==> src/rtl/pwm_fade_controller_if.sv <==
// Write port of the PWM fade controller: valid/ready handshake with per-channel
// target and rate fields.
interface pwm_fade_controller_if #(
  parameter int CH_WIDTH = 2
);
  logic                Wr_Valid;
  logic                Wr_Ready;
  logic [CH_WIDTH-1:0] Wr_Channel;
  logic [7:0]          Wr_Target;
  logic [7:0]          Wr_Rate;

  modport master (
    output Wr_Valid, Wr_Channel, Wr_Target, Wr_Rate,
    input  Wr_Ready
  );

  modport slave (
    input  Wr_Valid, Wr_Channel, Wr_Target, Wr_Rate,
    output Wr_Ready
  );
endinterface

==> src/rtl/pwm_fade_controller.sv <==
// Multi-channel duty-cycle sequencer: ramps each channel toward its target,
// updating only in a short sweep window at the start of every 256-cycle period.
module pwm_fade_controller #(
  parameter int CHANNELS = 4,
  parameter int CH_WIDTH = 2
) (
  input  logic                    Clk,
  input  logic                    nReset,
  pwm_fade_controller_if.slave    wr,
  output logic [8*CHANNELS-1:0]   DutyCycle,
  output logic [CHANNELS-1:0]     Busy,
  output logic                    Period_Sync
);

  typedef enum logic {IDLE, SWEEP} state_t;

  state_t     state_q, state_d;
  logic [7:0] p_q, p_d;
  logic       sync_q, sync_d;
  logic [7:0] cur_q  [CHANNELS];
  logic [7:0] cur_d  [CHANNELS];
  logic [7:0] tgt_q  [CHANNELS];
  logic [7:0] tgt_d  [CHANNELS];
  logic [7:0] rate_q [CHANNELS];
  logic [7:0] rate_d [CHANNELS];
  logic [7:0] pre_q  [CHANNELS];
  logic [7:0] pre_d  [CHANNELS];

  assign wr.Wr_Ready = (state_q == IDLE);
  assign Period_Sync = sync_q;

  always_comb begin
    p_d     = p_q + 8'd1;
    sync_d  = (p_q == 8'd254);
    state_d = state_q;
    cur_d   = cur_q;
    tgt_d   = tgt_q;
    rate_d  = rate_q;
    pre_d   = pre_q;

    case (state_q)
      IDLE:    if (p_q == 8'hFF) state_d = SWEEP;
      SWEEP:   if (p_q == 8'(CHANNELS - 1)) state_d = IDLE;
      default: state_d = IDLE;
    endcase

    // Writes and servicing never coincide: writes only in IDLE, service only in SWEEP.
    for (int unsigned k = 0; k < CHANNELS; k++) begin
      if (state_q == IDLE) begin
        if (wr.Wr_Valid && (wr.Wr_Channel == CH_WIDTH'(k))) begin
          tgt_d[k]  = wr.Wr_Target;
          rate_d[k] = wr.Wr_Rate;
          pre_d[k]  = '0;
        end
      end else if (p_q == 8'(k)) begin
        if (cur_q[k] == tgt_q[k]) begin
          pre_d[k] = '0;
        end else if (pre_q[k] != 8'd0) begin
          pre_d[k] = pre_q[k] - 8'd1;
        end else if (rate_q[k] == 8'd0) begin
          cur_d[k] = tgt_q[k];
        end else begin
          cur_d[k] = (tgt_q[k] > cur_q[k]) ? cur_q[k] + 8'd1 : cur_q[k] - 8'd1;
          pre_d[k] = rate_q[k] - 8'd1;
        end
      end
    end
  end

  always_comb begin
    DutyCycle = '0;
    Busy      = '0;
    for (int unsigned k = 0; k < CHANNELS; k++) begin
      DutyCycle[8*k +: 8] = cur_q[k];
      Busy[k]             = (cur_q[k] != tgt_q[k]);
    end
  end

  always_ff @(posedge Clk or negedge nReset) begin
    if (!nReset) begin
      state_q <= IDLE;
      p_q     <= '0;
      sync_q  <= 1'b0;
      for (int unsigned k = 0; k < CHANNELS; k++) begin
        cur_q[k]  <= '0;
        tgt_q[k]  <= '0;
        rate_q[k] <= '0;
        pre_q[k]  <= '0;
      end
    end else begin
      state_q <= state_d;
      p_q     <= p_d;
      sync_q  <= sync_d;
      for (int unsigned k = 0; k < CHANNELS; k++) begin
        cur_q[k]  <= cur_d[k];
        tgt_q[k]  <= tgt_d[k];
        rate_q[k] <= rate_d[k];
        pre_q[k]  <= pre_d[k];
      end
    end
  end

endmodule

==> src/flat_wrapper.sv <==
// flat-port wrapper written by rule: the top's interface ports become plain ports
module pwm_fade_controller_flat 
#(
  parameter int CHANNELS = 4,
  parameter int CH_WIDTH = 2
)
  (Clk, nReset, DutyCycle, Busy, Period_Sync, wr_Wr_Valid, wr_Wr_Channel, wr_Wr_Target, wr_Wr_Rate, wr_Wr_Ready);
  pwm_fade_controller_if #(.CH_WIDTH(CH_WIDTH)) wr_i ();
  input  logic Clk;
  input  logic nReset;
  output logic [8*CHANNELS-1:0] DutyCycle;
  output logic [CHANNELS-1:0] Busy;
  output logic Period_Sync;
  input wire logic [$bits(wr_i.Wr_Valid)-1:0] wr_Wr_Valid;
  input wire logic [$bits(wr_i.Wr_Channel)-1:0] wr_Wr_Channel;
  input wire logic [$bits(wr_i.Wr_Target)-1:0] wr_Wr_Target;
  input wire logic [$bits(wr_i.Wr_Rate)-1:0] wr_Wr_Rate;
  output wire logic [$bits(wr_i.Wr_Ready)-1:0] wr_Wr_Ready;
  assign wr_i.Wr_Valid = wr_Wr_Valid;
  assign wr_i.Wr_Channel = wr_Wr_Channel;
  assign wr_i.Wr_Target = wr_Wr_Target;
  assign wr_i.Wr_Rate = wr_Wr_Rate;
  assign wr_Wr_Ready = wr_i.Wr_Ready;
  pwm_fade_controller #(.CHANNELS(CHANNELS), .CH_WIDTH(CH_WIDTH)) u_core (.Clk(Clk), .nReset(nReset), .wr(wr_i), .DutyCycle(DutyCycle), .Busy(Busy), .Period_Sync(Period_Sync));
endmodule
==> config.mk <==
export PLATFORM = sky130hd
export DESIGN_NAME = pwm_fade_controller_flat
export DESIGN_NICKNAME = d
export VERILOG_FILES = /design/src/rtl/pwm_fade_controller_if.sv /design/src/rtl/pwm_fade_controller.sv /design/src/flat_wrapper.sv
export SDC_FILE = /design/constraint.sdc
export NUM_CORES = 1
export LEC_CHECK = 0
export ABC_CLOCK_PERIOD_IN_PS = 9050
export CORE_ASPECT_RATIO = 0.7
export CORE_UTILIZATION = 35
export CTS_BUF_LIST = sky130_fd_sc_hd__clkbuf_2
export DETAILED_ROUTE_END_ITERATION = 12
export PLACE_DENSITY = 0.61
export SETUP_SLACK_MARGIN = 0.02
export SYNTH_ARGS = -nofsm -noshare
export SYNTH_HDL_FRONTEND = slang
export SYNTH_SLANG_ARGS = --single-unit
==> constraint.sdc <==
create_clock -name Clk -period 9.05 [get_ports Clk]
set_clock_uncertainty 0.1 [all_clocks]
set_input_delay 1.81 -clock Clk [delete_from_list [all_inputs] [get_ports Clk]]
set_output_delay 1.81 -clock Clk [all_outputs]
set_load 0.02 [all_outputs]
# [Yosys cells after proc, flatten, opt, wreduce, memory -nomap -nowiden]
# Cells that the tools add are included.
[word_totals] regBits=138 in_bits=21 out_inout_bits=38 wordCells=138
[classes] n_addsub=17 order_cmp=4 eq_ne=24 mux=35 n_bitwise=9 reduce_logical=30
[ops] operator="two-way mux 8 bit" n=32
[ops] operator="subtractor 8 x 1 -> 8 bit, second input constant" n=12
[ops] operator="adder 8 x 1 -> 8 bit, second input constant" n=5
[ops] operator="zero test 8 bit" n=5
[ops] operator="equality test 8 bit" n=4
[ops] operator="> comparator 8 bit" n=4
[ops] operator="inequality test 8 bit" n=4
[ops] operator="nonzero test 8 bit" n=4
[ops] operator="equality test 8 x 2 -> 1 bit, second input constant" n=2
[ops] operator="equality test 8 bit, second input constant" n=2
[ops] operator="inequality test 4 bit, second input constant" n=4
[ops] operator="AND reduction 4 bit" n=4
[ops] operator="AND reduction 3 bit" n=4
[ops] operator="inverter 1 bit" n=9
[ops] operator="equality test 8 x 1 -> 1 bit, second input constant" n=1
[ops] operator="inequality test 2 bit, second input constant" n=4
[ops] operator="AND reduction 2 bit" n=4
[ops] operator="nonzero test 2 bit" n=4
[ops] operator="equality test 2 bit, second input constant" n=2
[ops] operator="logical AND 1 bit" n=4
[ops] operator="equality test 2 x 1 -> 1 bit, second input constant" n=1
[ops] operator="zero test 2 bit" n=1
[ops] operator="two-way mux 1 bit" n=2
[ops] operator="one-hot mux 1 bit (2 select lines)" n=1

# [Longest topological paths before layout]
[depth] word_depth=6 mapped_depth=14

# [Worst setup path after synthesis]
# Ideal clock, no wire load.
[synth_path] kind="register to register" startpoint="register u_core.cur_q (netlist bit u_core.DutyCycle[5])" endpoint="register u_core.cur_q (netlist bit u_core.DutyCycle[7])" setup_time_ps=131 t_arrival_ps=3231 t_required_ps=8819 setup_slack_ps=5587 path_stages_with_launch=14 path_buffers=0 period_less_slack_ps=3463 path_cell_list="dfrtp_1 > inv_1 > ha_1 > and4_1 > nand2_1 > o211ai_1 > and2_1 > ha_1 > a21oi_1 > o211ai_1 > o41ai_1 > a21oi_1 > o2111a_1 > or3_1"
[synth_via] elab_chain_len=3 elab_cells_between_ends=8
[synth_rtl] element="from (decl)" line_no="pwm_fade_controller.sv:20" source="logic [7:0] cur_q [CHANNELS];"
[synth_rtl] element="from (signal, indexed assignment)" line_no="pwm_fade_controller.sv:95" source="cur_q[k] <= cur_d[k];"
[synth_rtl] element="subtractor 8 x 1 -> 8 bit, or another cell as far along" line_no="pwm_fade_controller.sv:63" source="cur_d[k] = (tgt_q[k] > cur_q[k]) ? cur_q[k] + 8'd1 : cur_q[k] - 8'd1;"
[synth_rtl] element="two-way mux 8 bit / inverter 1 bit (equally long branches)"
[synth_rtl] element="two-way mux 8 bit / AND reduction 4 bit (equally long branches)"
# Parallel ways exist; a longest one is shown, timed or not.
# A chain may end at the register's enable or synchronous reset.

# [Worst setup path after layout]
[layout_path] startpoint="register u_core.cur_q (netlist bit u_core.DutyCycle[13])" endpoint="output port Busy[1]"
[layout_via] elab_chain_len=1
[layout_rtl] element="inequality test 8 bit" line_no="pwm_fade_controller.sv:75" source="Busy[k] = (cur_q[k] != tgt_q[k]);"
[layout_rtl] element="to (decl)" line_no="flat_wrapper.sv:12" source="output logic [CHANNELS-1:0] Busy;"
# No other way between the ends.

==> out/qor.yml <==
die_height_um: 134
netlist_instances: 904
power_density_nw_per_um2: 156
cts_root_buffer: "clkbuf_2"
drive_above_1_share_pct: 12.6
grt_max_degree: 79
ys_seq_area_share_pct: 39.5
insertion_delay_ns: 0.73
finalSetupViolations: 0
synth_seq_cells: 138
tightestPinTransition_ns: 1.16
cp_common_cell: "inv_1"
area_growth_pct: 13.3
max_stage_delay_ns: 0.57
rsz0062_at_grt: "no"
fin_cells: 1294
synth_area_leaders: "dfrtp_1, ha_1, mux2_2"
synth_largest_area_cell: "dfrtp_1"
cts_max_level: 4
power_leakage_nw: 4.19
dieArea_um2: 25600
vdd_drop_max_mv: 0.0671
grt_util_all_layers_pct: 18.0
drtIter0Drc: 440
synthArstFlopShare_pct: 100
grt_pass1_vias: 6548
n_antenna_cell: 0
grt-ovfl-total: 0
dp.cells: 1262
wl_per_cell_um: 16.9
gp_congestion: 0.871
cp_top_family: "buffers and inverters"
synthTopCellsByCount: "dfrtp_1, o21ai_0, nand2_1, ha_1"
fin_tns_setup_ns: 0
finalCritPeriodShare_pct: 51.4
final_max_slew_viol_count: 0
netlist.area_leader.share_pct: 39.5
ys_types: 69
start_kind: "register"
crit_path_top_delay_cell: "clkdlybuf4s50_1"
dp_slack_ns: 4.97
yosys_most_used_dff: "dfrtp_1"
synth_area_um2: 8750
hold_slack_ns: 0.441
cts_buffers: 17
critical_path_class: "reg2out"
cts_sinks: 138
yosys_warnings: 0
endpoint_kind: "primary output"
worstPathMaxFanout: 5
start_util_pct: 36.4
viasPerCell: 5.36
synth_edf_count: 0
die_x_um: 191
min_period_ns: 4.65
finalNetCount: 1056
antenna_found_initial: 0
relSlewSlack_pct: 22.4
num_io_pins: 59
hold_viol: 0
fin_ws_ns: 4.40
grt_pass1_wl_um: 36000
holdCritPathClass: "reg2reg"
num_vias: 6937
drt-pass1-iter-count: 5
clock.fmax_mhz: 215
crit_chain: "inv_1 -> ha_1 -> nand4_1 -> nor2_1 -> inv_1 -> clkdlybuf4s50_1"
syn_area_per_cell_um2: 9.68
io_buffer_count: 58
postRouteWirelength_um: 21900
dp_hpwl_um: 16100
status: "finished, final reports clean"
drc: 0
crit_buf_inv: 3
cp.required_ns: 7.14
clock_path_buffers: 2
rows: 47
maxCapViolations: 0
cts_tree: "done"
syn-num-nets: 997
antenna_left: 0
cts_setup_buffers: 0
coreArea_um2: 24100
yosysMostFrequentCell: "dfrtp_1"
cts-resized-gates: 0
critPathArrivalTime_ns: 2.74
clkSlewWorstSetupHoldPaths_ns: 0.22
cts_hold_buf: 0
-- area by class of cell --
class | count | area [um^2]
Fill cell | 2396 | 14100
Multi-Input combinational cell | 695 | 5020
Sequential cell | 138 | 3450
Timing Repair Buffer | 63 | 619
Tap cell | 318 | 398
Inverter | 48 | 180
Clock inverter | 14 | 146
Clock buffer | 18 | 90.1
-- worst register-to-register path, cell delays in order, from the launching register on --
cell,delay [ns]
dfrtp_1,0.48
inv_1,0.08
ha_1,0.29
and4_1,0.23
nand2_1,0.21
o211ai_1,0.20
and2_1,0.40
ha_1,0.31
a21oi_1,0.17
o211ai_1,0.15
o41ai_1,0.41
a21oi_1,0.12
o2111a_1,0.26
or3_1,0.33
-- power by group --
group          total [mW]  internal, mW  switching (mW)
sequential          0.742         0.673          0.0691
combinational       0.433         0.206           0.228
clock               0.372         0.128           0.244
-- sequential cells by signal, summed over array words and instances, names as in the netlist --
| register | flops |
|---|---|
| u_core.p_q | 8 |
| u_core.tgt_q | 32 |
| u_core.rate_q | 32 |
| u_core.DutyCycle | 32 |
| u_core.Period_Sync | 1 |
| u_core.pre_q | 32 |
| u_core.state_q | 1 |
-- stage by stage --
step	instance area (um^2)	utilization, %	power, mW
2_1_floorplan	8750	-	1.06
3_3_place_gp	9670	40.2	1.17
3_5_place_dp	9670	40.2	1.18
4_1_cts	9910	41.2	1.56
5_1_grt	9910	41.2	1.66
6_report	9910	41.2	1.55
-- cell usage in the layout, fill, tap and decap left out, types with 12 or more instances in the layout --
cell type	instances
clkdlybuf4s50_1	57
dfrtp_1	138
o21ai_0	80
a21oi_1	60
nand3_1	21
mux2i_1	22
nor2_1	64
nand2_1	73
ha_1	68
inv_1	48
mux2_2	64
and2_1	15
nor3_1	19
a31oi_1	12
xnor2_1	19
clkbuf_2	18
-- routing by layer --
metal	global-route usage, %	routed length, um	vias up
li1	-	-	3428
met1	27.6	11700	3348
met2	25.4	8990	146
met3	3.72	938	15
met4	3.96	197	0
met5	0	0	-
-- logic make-up (layout without fill, tap and decap cells) --
kind of cell	after synthesis	count (layout)	synth area share, %
simple gates	282	282	17.4
mux	86	86	10.8
buf+inv	71	143	3.29
flops	138	138	39.5
compound gates	229	229	15.8
fa+ha+maj	72	72	10.6
xor+xnor	26	26	2.60
-- path summary, 6_finish.rpt --
kind	start	endpoint	slack, ns	cells after the start
min reg2reg	u_core.pre_q[15]$_DFFE_PN0P_	u_core.pre_q[15]$_DFFE_PN0P_	0.44	2
max reg2reg	u_core.DutyCycle[5]$_DFFE_PN0P_	u_core.DutyCycle[7]$_DFFE_PN0P_	5.24	13
max in group asynchronous	nReset	u_core.pre_q[3]$_DFFE_PN0P_	6.57	2
max	u_core.DutyCycle[13]$_DFFE_PN0P_	Busy[1]	4.40	6
min in group asynchronous	nReset	u_core.DutyCycle[12]$_DFFE_PN0P_	0.97	1
min	u_core.pre_q[15]$_DFFE_PN0P_	u_core.pre_q[15]$_DFFE_PN0P_	0.44	2
Power figures use the tool's default switching activity.
